### src/rtl/uart_pkg.sv
// Shared UART definitions used by the transmit buffer, the transmitter and the receiver.
package uart_pkg;
    localparam int BYTES_PER_WORD = 4;
    typedef logic [7:0] uart_byte_t;
endpackage

### src/rtl/uart_tx_buffer_if.sv
// Core-side write port and transmitter-side read port of the UART transmit buffer.
interface uart_tx_buffer_if;
    import uart_pkg::*;

    logic [31:0] in_data;
    logic        in_word;
    logic        in_valid;
    logic        in_ready;
    uart_byte_t  out_data;
    logic        out_valid;
    logic        out_ready;

    modport slave (
        input  in_data, in_word, in_valid, out_ready,
        output in_ready, out_data, out_valid
    );

    modport master (
        output in_data, in_word, in_valid, out_ready,
        input  in_ready, out_data, out_valid
    );
endinterface

### src/rtl/uart_tx_buffer.sv
// Byte FIFO ahead of the UART transmitter; words are split into bytes MSB first.
// Optional dropped-write counter enabled by defining UART_TX_OVF_COUNT_EN.
module uart_tx_buffer
    import uart_pkg::*;
#(
    parameter int ADDR_WIDTH    = 4,
    parameter int OVF_CNT_WIDTH = 16
) (
    input  logic                     CLK,
    input  logic                     RSTN,
    uart_tx_buffer_if.slave          bus,
    output logic [ADDR_WIDTH:0]      level,
    output logic [OVF_CNT_WIDTH-1:0] ovf_count
);
    localparam int DEPTH = 2 ** ADDR_WIDTH;
    localparam logic [ADDR_WIDTH:0] DEPTH_L = (ADDR_WIDTH + 1)'(DEPTH);
    localparam logic [ADDR_WIDTH:0] WORD_L  = (ADDR_WIDTH + 1)'(BYTES_PER_WORD);

    uart_byte_t            mem [DEPTH];
    logic [ADDR_WIDTH-1:0] wr_ptr;
    logic [ADDR_WIDTH-1:0] rd_ptr;
    logic [ADDR_WIDTH:0]   count;
    logic [ADDR_WIDTH:0]   push_n;
    logic                  push;
    logic                  pop;

    // Ready only looks at headroom, never at in_word, so it is data independent.
    assign bus.in_ready  = RSTN && ((DEPTH_L - count) >= WORD_L);
    assign bus.out_valid = RSTN && (count != '0);
    assign bus.out_data  = mem[rd_ptr];
    assign level         = count;

    assign push   = bus.in_valid && bus.in_ready;
    assign pop    = bus.out_valid && bus.out_ready;
    assign push_n = push ? (bus.in_word ? WORD_L : (ADDR_WIDTH + 1)'(1)) : '0;

    always_ff @(posedge CLK) begin
        if (push) begin
            if (bus.in_word) begin
                for (int i = 0; i < BYTES_PER_WORD; i++) begin
                    mem[wr_ptr + ADDR_WIDTH'(i)] <= bus.in_data[8*(BYTES_PER_WORD-1-i) +: 8];
                end
            end else begin
                mem[wr_ptr] <= bus.in_data[7:0];
            end
        end
    end

    always_ff @(posedge CLK) begin
        if (!RSTN) begin
            wr_ptr <= '0;
            rd_ptr <= '0;
            count  <= '0;
        end else begin
            wr_ptr <= wr_ptr + push_n[ADDR_WIDTH-1:0];
            if (pop) begin
                rd_ptr <= rd_ptr + 1'b1;
            end
            count <= count + push_n - {{ADDR_WIDTH{1'b0}}, pop};
        end
    end

`ifdef UART_TX_OVF_COUNT_EN
    logic [OVF_CNT_WIDTH-1:0] ovf_q;

    always_ff @(posedge CLK) begin
        if (!RSTN) begin
            ovf_q <= '0;
        end else if (bus.in_valid && !bus.in_ready && (ovf_q != '1)) begin
            ovf_q <= ovf_q + 1'b1;
        end
    end

    assign ovf_count = ovf_q;
`else
    assign ovf_count = '0;
`endif

endmodule
### src/flat_wrapper.sv
// flat-port wrapper written by rule: the top's interface ports become plain ports
module uart_tx_buffer_flat import uart_pkg::*;
#(
    parameter int ADDR_WIDTH    = 4,
    parameter int OVF_CNT_WIDTH = 16
)
  (CLK, RSTN, level, ovf_count, bus_in_data, bus_in_word, bus_in_valid, bus_out_ready, bus_in_ready, bus_out_data, bus_out_valid);
  uart_tx_buffer_if bus_i ();
  input  logic CLK;
  input  logic RSTN;
  output logic [ADDR_WIDTH:0] level;
  output logic [OVF_CNT_WIDTH-1:0] ovf_count;
  input wire logic [$bits(bus_i.in_data)-1:0] bus_in_data;
  input wire logic [$bits(bus_i.in_word)-1:0] bus_in_word;
  input wire logic [$bits(bus_i.in_valid)-1:0] bus_in_valid;
  input wire logic [$bits(bus_i.out_ready)-1:0] bus_out_ready;
  output wire logic [$bits(bus_i.in_ready)-1:0] bus_in_ready;
  output wire logic [$bits(bus_i.out_data)-1:0] bus_out_data;
  output wire logic [$bits(bus_i.out_valid)-1:0] bus_out_valid;
  assign bus_i.in_data = bus_in_data;
  assign bus_i.in_word = bus_in_word;
  assign bus_i.in_valid = bus_in_valid;
  assign bus_i.out_ready = bus_out_ready;
  assign bus_in_ready = bus_i.in_ready;
  assign bus_out_data = bus_i.out_data;
  assign bus_out_valid = bus_i.out_valid;
  uart_tx_buffer #(.ADDR_WIDTH(ADDR_WIDTH), .OVF_CNT_WIDTH(OVF_CNT_WIDTH)) u_core (.CLK(CLK), .RSTN(RSTN), .bus(bus_i), .level(level), .ovf_count(ovf_count));
endmodule
### config.mk
export PLATFORM = sky130hd
export DESIGN_NAME = uart_tx_buffer_flat
export DESIGN_NICKNAME = d
export VERILOG_FILES = /design/src/rtl/uart_pkg.sv /design/src/rtl/uart_tx_buffer_if.sv /design/src/rtl/uart_tx_buffer.sv /design/src/flat_wrapper.sv
export SDC_FILE = /design/constraint.sdc
export NUM_CORES = 1
export LEC_CHECK = 0
export CORE_UTILIZATION = 60
export CTS_CLUSTER_SIZE = 8
export DETAILED_ROUTE_END_ITERATION = 7
export HOLD_SLACK_MARGIN = 0.03
export PLACE_DENSITY_LB_ADDON = 0.1
export SYNTH_ARGS = -nofsm -noshare
export SYNTH_HDL_FRONTEND = slang
export SYNTH_SLANG_ARGS = --single-unit
### constraint.sdc
create_clock -name CLK -period 3.7 [get_ports CLK]
set_input_delay 0.555 -clock CLK [delete_from_list [all_inputs] [get_ports CLK]]
set_output_delay 0.555 -clock CLK [all_outputs]
set_load 0.01 [all_outputs]
### Yosys cells after proc, flatten, opt, wreduce, memory -nomap -nowiden

Memories as Yosys holds them, arrays and structs flattened. A register that Yosys moved wholly into a read port is not among the register bits.
Cells that the tools add are included.

* memories: 1
* bits in writable memories: 128
* output and inout port bits: 31
* register bits: 13
* bits of input ports: 37

Memory list
* u_core.mem: words 16, width 8, read ports 1, clocked after memory_dff 1, wr ports 4, RTL line uart_tx_buffer.sv:19 `uart_byte_t mem [DEPTH];`

* mux-type cells: 11
* reductions and logical operators: 5
* $add $sub $neg: 8
* bitwise logic cells: 1
* order comparisons: 1

Operators with widths (number)
* adder 4 x 1 -> 4 bit (second input constant): 2
* adder 4 x 2 -> 4 bit (second input constant): 2
* two-way mux 4 bit: 2
* two-way mux 8 bit: 1
* two-way mux 1 bit: 6
* adder 5 bit: 1
* >= comparator 5 x 3 -> 1 bit (second input constant): 1
* two-way mux 5 bit: 1
* nonzero test 5 bit: 1
* subtractor 5 x 1 -> 5 bit: 1
* subtractor 5 bit (first input constant): 1
* adder 4 bit: 1
* logical AND 1 bit: 4
* two-way mux 3 bit: 1
* OR 1 bit: 1

### Longest topological paths before layout

* depth in word-level cells: 7
* gate-level depth with buffers: 13
* gate-level depth less buffers: 12

### Worst setup path before layout

Ideal clock, no wire load.

* path type: reg2reg
* from: register u_core.count[1], in the netlist u_core.level[1]
* to: register u_core.count[4], in the netlist u_core.level[4]
* data arrival time: 2.769 ns
* required time: 3.585 ns
* path slack: 0.816 ns
* setup time: 0.115 ns
* stages on the path, launching flop included: 14
* path buffers: 1
* cells stage by stage: dfxtp_1 > nor4_2 > ha_1 > nor2b_1 > and2_1 > clkbuf_1 > ha_1 > inv_1 > ha_1 > fa_1 > a21o_1 > a21oi_1 > xnor2_1 > and2_1

* elaborated cells on any way between the ends: 10

RTL lines
* from (decl): RTL line uart_tx_buffer.sv:22 `logic [ADDR_WIDTH:0] count;`
* from (signal assigned): RTL line uart_tx_buffer.sv:59 `count <= count + push_n - {{ADDR_WIDTH{1'b0}}, pop};`
* nonzero test 5 bit: RTL line uart_tx_buffer.sv:29 `assign bus.out_valid = RSTN && (count != '0);`
* logical AND 1 bit: RTL line uart_tx_buffer.sv:29
* net bus_out_valid: RTL line flat_wrapper.sv:19 `output wire logic [$bits(bus_i.out_valid)-1:0] bus_out_valid;`
* logical AND 1 bit: RTL line uart_tx_buffer.sv:34 `assign pop = bus.out_valid && bus.out_ready;`
* net u_core.pop: RTL line uart_tx_buffer.sv:25 `logic pop;`
* subtractor 5 x 1 -> 5 bit: RTL line uart_tx_buffer.sv:59

The timed path passes the listed nets, and every way through them passes these cells.
A chain may end at the register's enable or synchronous reset.

==> run summary <==
gpl congestion: 1.11
antenna-violating nets left: 0
Max Freq: 0.290 GHz
layout cells sized above 1: 14.5%
Gates resized, CTS repair: 0
CTS buffer count: 17
chip width: 135 µm
RSZ-0062 raised after global routing: no
failing checks: DRC
Total Routing Usage GR: 52.0%
Initial Util: 61.5%
crit start category: flip-flop
YS warnings: 0
setup tns final: 0 ps
worst skew pair latency: 440 ps
RR Startpoint: u_core.level[1]
Power Density: 484 nW/µm²
most common cell after layout, fill and taps aside: nor2_1
Clk pin slew, worst setup/hold paths: 60 ps
buffers added on ports: 51
DRC: 2
vias in the first global route: 9826
commonest cells after routing, fill and taps aside: nor2_1 (167), nand2_1 (148), edfxtp_1 (128)
dpl hpwl: 31.3 mm
dominant synthesized flop cell: edfxtp_1
critical path fanouts, max: 19
WHS: 551 ps
CTS tree: built
Max clock buf depth: 2
Max-Cap Viols: 0
total wire length: 46.2 mm
clock sink total: 145
worst reg-to-reg setup slack: 260 ps
number of iterations in the first detailed-routing pass: 8
initial DRC count: 2109
Max Clock Skew: 10.2 ps
crit path DAT: 3590 ps
Peak VDD IR: 0.653 mV
Nets: 1271
# hold bufs at CTS: 0
row cnt: 48
sequential share of the synthesized area: 39.4%
fin crit period: 3440 ps
pin count of the biggest net entering global routing: 33
Design Area, Final: 12200 µm²
DR vias/cell: 7.53
antenna violations before repair: 5
Final period util: 93.1%
FF-to-FF path depth: 8
worst r2r dst: u_core.mem[13][4]
CTS root buffer: clkbuf_16
Placed Area: 11600 µm²
Cells after Synth: 1176
# Post-CTS Setup Buffers: 0
DIE AREA: 18300 µm²
status: finished, violations left
first-pass GRT wire length: 66.1 mm
worst slew pin tran: 1180 ps
Slew Viols, Final: 0
Die Y: 135 µm
CTS H-tree depth: 4
Avg Cell Area, Syn: 9.04 µm²
class of the worst hold path: reg -> reg
final worst slack: 256 ps
synthesized flop and latch total: 145
Synth async-reset ratio: 0%
Hold Fails Final Rpt: 0
crit path capture type: flip-flop
WS Path Type: reg -> reg
P&R area growth vs syn: 14.5%
max_slew headroom: 21.2%
count of different cell masters after synthesis: 61
EDFF count, synth: 128
mapped cell area: 10600 µm²
Leak Pwr: 0.00439 µW
vias: 10982
crit path launch: u_core.level[1]
setup slack at placement: 455 ps
Final setup viols: 0
boundary pin count: 68
wire per inst: 31.7 µm
core area: 17300 µm²
Worst Path Required: 3850 ps
worst setup path endpoint: u_core.mem[13][4]
gr ovfl total: 0
[stage by stage]
stage | total power (µW) | instances | utilization, %
after floorplan | 3310 | 1191 | -
after global placement | 4010 | 1425 | 67.0
after detailed placement | 4040 | 1425 | 67.0
after CTS | 5750 | 1456 | 70.4
after global routing | 6020 | 1456 | 70.4
final | 5890 | 1458 | 70.4
[cell usage after synthesis (all sizes together) (27+ instances only)]
cell	number	area [µm²]
mux4	40	901
edfxtp	128	3840
a21oi	51	255
nor2	168	633
a211o	36	315
nand2	149	562
buf	48	273
a31oi	102	638
clkbuf	85	319
o211ai	27	203
nand3	43	215
o21ai	40	204
[cell families after synthesis]
kind of cell	share of synthesized area, %
simple gates	19.5
compound gates	20.5
buf+inv	6.24
flops	39.4
mux	11.7
fa+ha+maj	1.84
xor+xnor	0.906
other cells	0.0353
[power by group]
part	total (µW)	internal [µW]	switching, µW
clock network	1760	1050	707
registers	2040	1950	86.9
logic	2100	830	1270
[cell type report]
type	count	area (µm²)
Multi-Input combinational cell	894	5840
Clock buffer	20	437
Inverter	19	71.3
Timing Repair Buffer	142	1220
Tap cell	225	282
Fill cell	1379	5120
Clock inverter	11	138
Sequential cell	145	4190
Antenna cell	2	5.00
[flip-flops by register name, summed over array words and instances, names as in the netlist, named ones only]
| name | flops |
|---|---|
| u_core.rd_ptr | 4 |
| u_core.wr_ptr | 4 |
| u_core.level | 5 |
| u_core.mem | 128 |
[worst min path at each step]
stage	start	endpoint	slack, ps	cells past startpoint
floorplan	u_core.rd_ptr[1]	flip-flop	490	2
global placement	u_core.rd_ptr[1]	flip-flop	520	2
detailed placement	u_core.rd_ptr[1]	u_core.rd_ptr[1]	550	2
CTS	u_core.rd_ptr[1]	u_core.rd_ptr[1]	560	2
global route	u_core.rd_ptr[1]	flip-flop	600	2
finish	u_core.rd_ptr[1]	u_core.rd_ptr[1]	550	2
[worst max-delay path, stage by stage, from the launching register on]
cell	delay, ps
dfxtp_1	380
nor4_2	400
ha_1	330
o21ai_2	310
nand2_2	350
inv_1	340
nand3_1	430
o221ai_1	430
a31oi_1	170
[routing by layer]
metal	wire [µm]	GRT usage (%)	share of wire (%)	vias to the layer above
met5	52	0	0.11	-
met3	8610	26.4	19	295
met1	15700	66.5	34	5063
met2	17800	67.7	39	1124
li1	-	-	-	4494
met4	4080	35.4	8.8	6
Note: power is estimated with default switching activity, not from simulation.
